## config.mk

```make
export PLATFORM = sky130hd
export DESIGN_NAME = m5_query_arb
export DESIGN_NICKNAME = d
export VERILOG_FILES = /design/src/rtl/m5_ctrl_pkg.sv /design/src/rtl/m5_query_chan.sv /design/src/rtl/m5_query_arb.sv
export SDC_FILE = /design/constraint.sdc
export NUM_CORES = 1
export LEC_CHECK = 0
export ABC_AREA = 1
export CAP_MARGIN = 10
export CORE_MARGIN = 3
export CORE_UTILIZATION = 39
export DETAILED_ROUTE_END_ITERATION = 10
export MAX_ROUTING_LAYER = met4
export PLACE_DENSITY = 0.67
export SLEW_MARGIN = 25
export SYNTH_ARGS = -nofsm -noshare
export SYNTH_HDL_FRONTEND = slang
export SYNTH_SLANG_ARGS = --single-unit
export TNS_END_PERCENT = 30
```

## constraint.sdc

```tcl
create_clock -name clk -period 3.02 [get_ports clk]
set_input_delay 0.604 -clock clk [delete_from_list [all_inputs] [get_ports clk]]
set_output_delay 0.604 -clock clk [all_outputs]
set_load 0.01 [all_outputs]
```

## src/rtl/m5_ctrl_pkg.sv

```systemverilog
// Shared types and constants for the query arbiter slice.
package m5_ctrl_pkg;

  typedef enum logic [1:0] {
    COUNT = 2'd0,
    REQ   = 2'd1,
    RESP  = 2'd2
  } chan_state_e;

  localparam int DROP_CNT_W = 16;

endpackage

```

## src/rtl/m5_query_chan.sv

```systemverilog
// One tracker channel: event counter, query handshake FSM and a
// one-entry holding register for the returned migration address.
//
// state | meaning
// COUNT | counting events toward the programmed rate
// REQ   | query_en high, waiting for query_ready
// RESP  | waiting for the tracker to hand over an address
import m5_ctrl_pkg::*;

module m5_query_chan #(
  parameter int ADDR_SIZE = 28,
  parameter int RATE_W    = 32
) (
  input  logic                 clk,
  input  logic                 rst,
  input  logic [RATE_W-1:0]    rate,
  input  logic                 mode,
  input  logic                 mem_chan_rd_en,
  input  logic                 query_ready,
  input  logic                 mig_addr_en,
  input  logic [ADDR_SIZE-1:0] mig_addr,
  input  logic                 grant,
  output logic                 query_en,
  output logic                 mig_addr_ready,
  output logic                 hold_valid,
  output logic [ADDR_SIZE-1:0] hold_addr,
  output logic                 drop
);

  chan_state_e       state, state_nxt;
  logic [RATE_W-1:0] cnt;
  logic [RATE_W:0]   cnt_inc;
  logic              event_hit;
  logic              enabled;
  logic              wrap;
  logic              handshake;

  assign event_hit = mode | mem_chan_rd_en;
  assign enabled   = |rate;
  assign cnt_inc   = {1'b0, cnt} + (RATE_W+1)'(1);
  // >= against the live rate so a lowered rate fires on the next event
  assign wrap      = event_hit & enabled & (cnt_inc >= {1'b0, rate});
  assign handshake = mig_addr_en & mig_addr_ready;
  assign drop      = mig_addr_en & ~mig_addr_ready;

  // State register
  always_ff @(posedge clk) begin
    if (rst) state <= COUNT;
    else     state <= state_nxt;
  end

  // Next-state logic
  always_comb begin
    state_nxt = state;
    case (state)
      COUNT:   if (wrap)        state_nxt = REQ;
      REQ:     if (query_ready) state_nxt = RESP;
      RESP:    if (handshake)   state_nxt = COUNT;
      default:                  state_nxt = COUNT;
    endcase
  end

  // Moore outputs
  always_comb begin
    query_en       = (state == REQ);
    mig_addr_ready = (state == RESP) && !hold_valid;
  end

  // Event counter, held at zero outside COUNT or when disabled
  always_ff @(posedge clk) begin
    if (rst)                              cnt <= '0;
    else if (state != COUNT || !enabled)  cnt <= '0;
    else if (event_hit)                   cnt <= wrap ? '0 : cnt_inc[RATE_W-1:0];
  end

  // Holding register: filled only when empty, emptied by an arbiter grant
  always_ff @(posedge clk) begin
    if (rst) begin
      hold_valid <= 1'b0;
      hold_addr  <= '0;
    end else if (handshake) begin
      hold_valid <= 1'b1;
      hold_addr  <= mig_addr;
    end else if (grant) begin
      hold_valid <= 1'b0;
    end
  end

endmodule

```

## src/rtl/m5_query_arb.sv

```systemverilog
// Query arbiter top: per-channel query FSMs, round-robin merge of the
// holding registers into one output FIFO, and a saturating drop counter.
import m5_ctrl_pkg::*;

module m5_query_arb #(
  parameter int NUM_TRK    = 2,
  parameter int ADDR_SIZE  = 28,
  parameter int RATE_W     = 32,
  parameter int FIFO_DEPTH = 8,
  localparam int TRK_W     = (NUM_TRK > 1) ? $clog2(NUM_TRK) : 1
) (
  input  logic                           clk,
  input  logic                           rst,
  input  logic [NUM_TRK*RATE_W-1:0]      rate,
  input  logic [NUM_TRK-1:0]             mode,
  input  logic                           mem_chan_rd_en,
  output logic [NUM_TRK-1:0]             query_en,
  input  logic [NUM_TRK-1:0]             query_ready,
  input  logic [NUM_TRK-1:0]             mig_addr_en,
  input  logic [NUM_TRK*ADDR_SIZE-1:0]   mig_addr,
  output logic [NUM_TRK-1:0]             mig_addr_ready,
  output logic                           out_valid,
  output logic [ADDR_SIZE-1:0]           out_addr,
  output logic [TRK_W-1:0]               out_src,
  input  logic                           out_ready,
  output logic [DROP_CNT_W-1:0]          drop_cnt
);

  localparam int PTR_W = $clog2(FIFO_DEPTH);
  localparam int CNT_W = PTR_W + 1;
  localparam int SUM_W = DROP_CNT_W + 4;
  localparam logic [CNT_W-1:0] DEPTH_L   = CNT_W'(FIFO_DEPTH);
  localparam logic [TRK_W:0]   NUM_TRK_L = (TRK_W+1)'(NUM_TRK);
  localparam logic [TRK_W-1:0] LAST_TRK  = TRK_W'(NUM_TRK - 1);

  typedef struct packed {
    logic [TRK_W-1:0]     src;
    logic [ADDR_SIZE-1:0] addr;
  } entry_t;

  logic [NUM_TRK-1:0]   hold_valid;
  logic [ADDR_SIZE-1:0] hold_addr [NUM_TRK];
  logic [NUM_TRK-1:0]   grant;
  logic [NUM_TRK-1:0]   drop;

  entry_t               fifo_mem [FIFO_DEPTH];
  logic [PTR_W-1:0]     wr_ptr, rd_ptr;
  logic [CNT_W-1:0]     fifo_cnt;
  logic                 pop, push, push_ok;

  logic [TRK_W-1:0]     rr_ptr;
  logic [TRK_W-1:0]     gnt_idx;
  logic [TRK_W:0]       cand;
  logic [TRK_W-1:0]     cand_idx;
  logic [SUM_W-1:0]     drop_total;

  for (genvar i = 0; i < NUM_TRK; i++) begin : g_chan
    m5_query_chan #(
      .ADDR_SIZE (ADDR_SIZE),
      .RATE_W    (RATE_W)
    ) u_chan (
      .clk            (clk),
      .rst            (rst),
      .rate           (rate[i*RATE_W +: RATE_W]),
      .mode           (mode[i]),
      .mem_chan_rd_en (mem_chan_rd_en),
      .query_ready    (query_ready[i]),
      .mig_addr_en    (mig_addr_en[i]),
      .mig_addr       (mig_addr[i*ADDR_SIZE +: ADDR_SIZE]),
      .grant          (grant[i]),
      .query_en       (query_en[i]),
      .mig_addr_ready (mig_addr_ready[i]),
      .hold_valid     (hold_valid[i]),
      .hold_addr      (hold_addr[i]),
      .drop           (drop[i])
    );
  end

  assign out_valid = (fifo_cnt != '0);
  assign pop       = out_valid & out_ready;
  assign push_ok   = (fifo_cnt < DEPTH_L) | pop;
  assign push      = |grant;
  assign out_addr  = fifo_mem[rd_ptr].addr;
  assign out_src   = fifo_mem[rd_ptr].src;

  // Round-robin pick of one full holding register, searching from rr_ptr
  always_comb begin
    grant    = '0;
    gnt_idx  = '0;
    cand     = '0;
    cand_idx = '0;
    for (int k = NUM_TRK - 1; k >= 0; k--) begin
      cand = {1'b0, rr_ptr} + (TRK_W+1)'(k);
      if (cand >= NUM_TRK_L) cand = cand - NUM_TRK_L;
      cand_idx = cand[TRK_W-1:0];
      // last assignment wins, so the lowest offset from rr_ptr takes priority
      if (push_ok && hold_valid[cand_idx]) begin
        grant   = '0;
        grant[cand_idx] = 1'b1;
        gnt_idx = cand_idx;
      end
    end
  end

  // Pointer moves past the granted channel; holds when nothing is granted
  always_ff @(posedge clk) begin
    if (rst)       rr_ptr <= '0;
    else if (push) rr_ptr <= (gnt_idx == LAST_TRK) ? '0 : gnt_idx + TRK_W'(1);
  end

  // Output FIFO storage, pointers and occupancy
  always_ff @(posedge clk) begin
    if (rst) begin
      wr_ptr   <= '0;
      rd_ptr   <= '0;
      fifo_cnt <= '0;
      for (int i = 0; i < FIFO_DEPTH; i++) fifo_mem[i] <= '0;
    end else begin
      if (push) begin
        fifo_mem[wr_ptr] <= '{src: gnt_idx, addr: hold_addr[gnt_idx]};
        wr_ptr <= wr_ptr + PTR_W'(1);
      end
      if (pop) rd_ptr <= rd_ptr + PTR_W'(1);
      case ({push, pop})
        2'b10:   fifo_cnt <= fifo_cnt + CNT_W'(1);
        2'b01:   fifo_cnt <= fifo_cnt - CNT_W'(1);
        default: fifo_cnt <= fifo_cnt;
      endcase
    end
  end

  // Sum of refused addresses this cycle added onto the running count
  always_comb begin
    drop_total = {4'b0, drop_cnt};
    for (int k = 0; k < NUM_TRK; k++) drop_total = drop_total + SUM_W'(drop[k]);
  end

  // Saturating drop counter
  always_ff @(posedge clk) begin
    if (rst) drop_cnt <= '0;
    else     drop_cnt <= (drop_total > SUM_W'({DROP_CNT_W{1'b1}})) ? '1
                                                                  : drop_total[DROP_CNT_W-1:0];
  end

endmodule

```

==> run metrics <==
status finished with violations; failing checks negative setup slack; Arrival @ worst endpoint 3.60 ns; total CTS buffers 44; Die W 234 microns; commonest non-fill, non-tap cell in the layout nor2_1; yosys warns 0; crit path cell chain inv_1, nor3_2, nand2_1, nor4_1, nand2_1, xor2_1, inv_1, ha_1, nand4_1, or2_2, nor2_1, nand2_1, nand4_1, nor2_2, nand2_2, nand2_8, buf_12, buf_12, nand3_2, a21oi_2; CP Launch Type flip-flop; most frequent cells in the layout 655 x nor2_1, 232 x edfxtp_1, 229 x nand2_1, 200 x inv_1, 199 x o21ai_0; Post-DP HPWL 39.9 mm; clk root buf clkbuf_16; maxcap violations 0; CP max FO 5; PwrDens 550 mW/mm^2; Core ar. ~0.05 sq mm; dominant synthesized flop cell edfxtp_1; first-pass GRT wire length 94.6 mm; Leak 10.5 nW; Vias 18083; type of the worst min-delay path reg2reg; Peak supply drop 396 uV; Tmin final 3.16 ns; sequential fraction of the synthesis area 49.8%; drt first pass iters 6; largest net degree at the start of global routing 59; drt wl/cell 17.7 microns; CP max-delay cell dfxtp_4; slowest stage delay, CP 0.39 ns; syn_nets 2625; Post-Layout Cell Count 3463; worst skew pair latency around 0.57 ns; # clock sinks 388; library cells used by synthesis 44; height of the chip between 200 and 250 microns; Worst setup EP type flip-flop; Yosys top cell area share between 30% and 40%; share of cells above drive strength 1 approximately a fifth; vias in the first global route 18088; Worst EP required 3.46 ns; Post-route DRC 0; post-synthesis sequential element count 388; Initial Utilization between 30% and 40%; # placed instances roughly 3300; Final Hold Fails 0; antenna violations before repair 2; Post-synth EDFFs 232; Rows 82; NumNets Final 2958; most used cell, CP nand2_1; final wirelength roughly 61 mm; # IOs 180; Fmax 0.316 GHz; Crit Path Class reg2reg; hold-fix buffers at CTS 0; Slew headroom 8.99%; clock transition at the registers of the reported paths 0.06 ns; cell accounting for the most synthesized area edfxtp_1; overall global routing resource usage 22.4%; GPL Wtd Cong 0.986; Max Slew Vio Count 0; RSZ-0062 raised after global routing yes; Async S/R FF share, synth 0%; final setup skew about 0.022 ns; Clock Tree Buf Depth 3; Detailed Route Iter0 Violations 1305; grt ovf 0; dominant cells by area after synthesis edfxtp_1 34%, dfxtp_1 15%, nor2_1 13%; Setup Viol. Count Final 71; Via density about 5.2; DRT antenna net count 0; Netlist Area Pre-Place 0.0202 sq mm; Area Growth Syn to Fin 32.5%; buffers added on ports ~180; htree depth 2; Tcrit/Tclk final 105%; Post-Synthesis Cells 2421; worst setup margin -0.142 ns; Die Area ~0.055 sq mm; Synth Area per Inst 8.36 sq um; Slew @ Worst Pin 1.36 ns; post-layout util between 50% and 60%; CTS tree built
[critical path, delay by kind of cell (launching register included)]
family	cells	cell delay [ns]
AO/OA/AOI/OAI	1	0.06
adder cells (fa/ha/maj)	1	0.32
XOR/XNOR	1	0.17
buffers and inverters	4	0.47
AND/OR/NAND/NOR	13	1.63
flip-flops	1	0.39
[final cells by class]
cell class | count | area (sq um)
diodes | 1 | 2.50
clock buffers | 56 | 1240
clock inverters | 26 | 143
fillers | 4592 | 23900
inverters | 223 | 842
multi-input cells | 1693 | 9730
flip-flops and latches | 388 | 10100
well taps | 672 | 841
repair buffers | 404 | 3900
[final timing paths]
check	slack [ns]	to	depth (start not counted)	start
setup reg to reg	-0.14	g_chan[1].u_chan.cnt[4]	20	g_chan[1].u_chan.cnt[16]
hold / removal	0.47	g_chan[0].u_chan.hold_valid	2	g_chan[0].u_chan.hold_valid
setup / recovery	-0.14	g_chan[1].u_chan.cnt[4]	20	g_chan[1].u_chan.cnt[16]
hold reg to reg	0.47	g_chan[0].u_chan.hold_valid	2	g_chan[0].u_chan.hold_valid
[cell usage after synthesis (3+ instances only)]
| master | n |
|---|---|
| and3_1 | 3 |
| ha_1 | 72 |
| buf_12 | 3 |
| clkbuf_1 | 73 |
| xnor2_1 | 15 |
| buf_1 | 6 |
| nor2_2 | 10 |
| nand2_1 | 272 |
| buf_4 | 4 |
| nand4_1 | 33 |
| nor2_4 | 3 |
| nor3_1 | 32 |
| nand3_2 | 31 |
| nand2_2 | 5 |
| buf_2 | 31 |
| nand2_4 | 3 |
| a21oi_2 | 29 |
| inv_2 | 9 |
| edfxtp_1 | 232 |
| a21oi_1 | 93 |
| dfxtp_1 | 156 |
| nand3_1 | 37 |
| nor2_1 | 675 |
| nor4_1 | 25 |
| xor2_1 | 43 |
| or2_2 | 4 |
| o21ai_0 | 200 |
| inv_1 | 213 |
| buf_6 | 3 |
| nor3_2 | 4 |
| a31oi_1 | 29 |
| mux2i_1 | 28 |
| o22ai_1 | 29 |
[per-stage QoR]
stage	hold WS [ns]	instance area, sq um	setup TNS (ns)	setup slack (ns)	total power, mW
after floorplan	0.433	20200	0	0.134	7.84
after global placement	0.450	23900	-9.23	-0.174	9.48
after detailed placement	0.457	23900	-12.39	-0.252	9.54
after CTS	0.473	25900	-4.69	-0.135	14.8
after global routing	0.501	26800	-20.92	-0.366	15.4
final	0.471	26800	-6.84	-0.142	14.8
[power breakdown]
part           total, mW  switching, mW  internal (mW)
Combinational       3.85           2.20           1.64
Clock               5.07           2.16           2.91
Sequential          5.86         0.0990           5.76
Total               14.8           4.46           10.3
[state kept, by name (all words and copies together), names as in the netlist, named ones only]
name and flops:
drop_cnt 16, fifo_cnt 4, fifo_mem 232, g_chan.u_chan.cnt 64, g_chan.u_chan.hold_addr 56, g_chan.u_chan.hold_valid 2, g_chan.u_chan.state 4, rd_ptr 3
rr_ptr 1, wr_ptr 3
[cell families after synthesis]
logic type                 count (synthesis)  synth area share [%]
AOI/OAI and AO/OA                        388                  10.6
xor gates and xnor gates                  58                  2.51
adders and majority gates                 74                  4.65
buffers and inverters                    343                  6.98
DFF                                      388                  49.8
muxes                                     28                  1.38
and+or+nand+nor                         1142                  24.1
[per-layer routing]
layer,share of wire [%],track usage (%),vias to the layer above
li1,-,-,8701
met1,42,28.4,8617
met2,49,37.2,633
met3,6.0,2.70,132
met4,3.1,7.92,0
met5,0,-,-
[what timing repair did]
item | CTS | global route
cloned | 6 | 3
gates resized for setup | 89 | 176
setup buffers | 23 | 19
setup endpoints to repair | 94 | 78
pin swaps | 17 | 69
(Power assumes the default switching activity.)
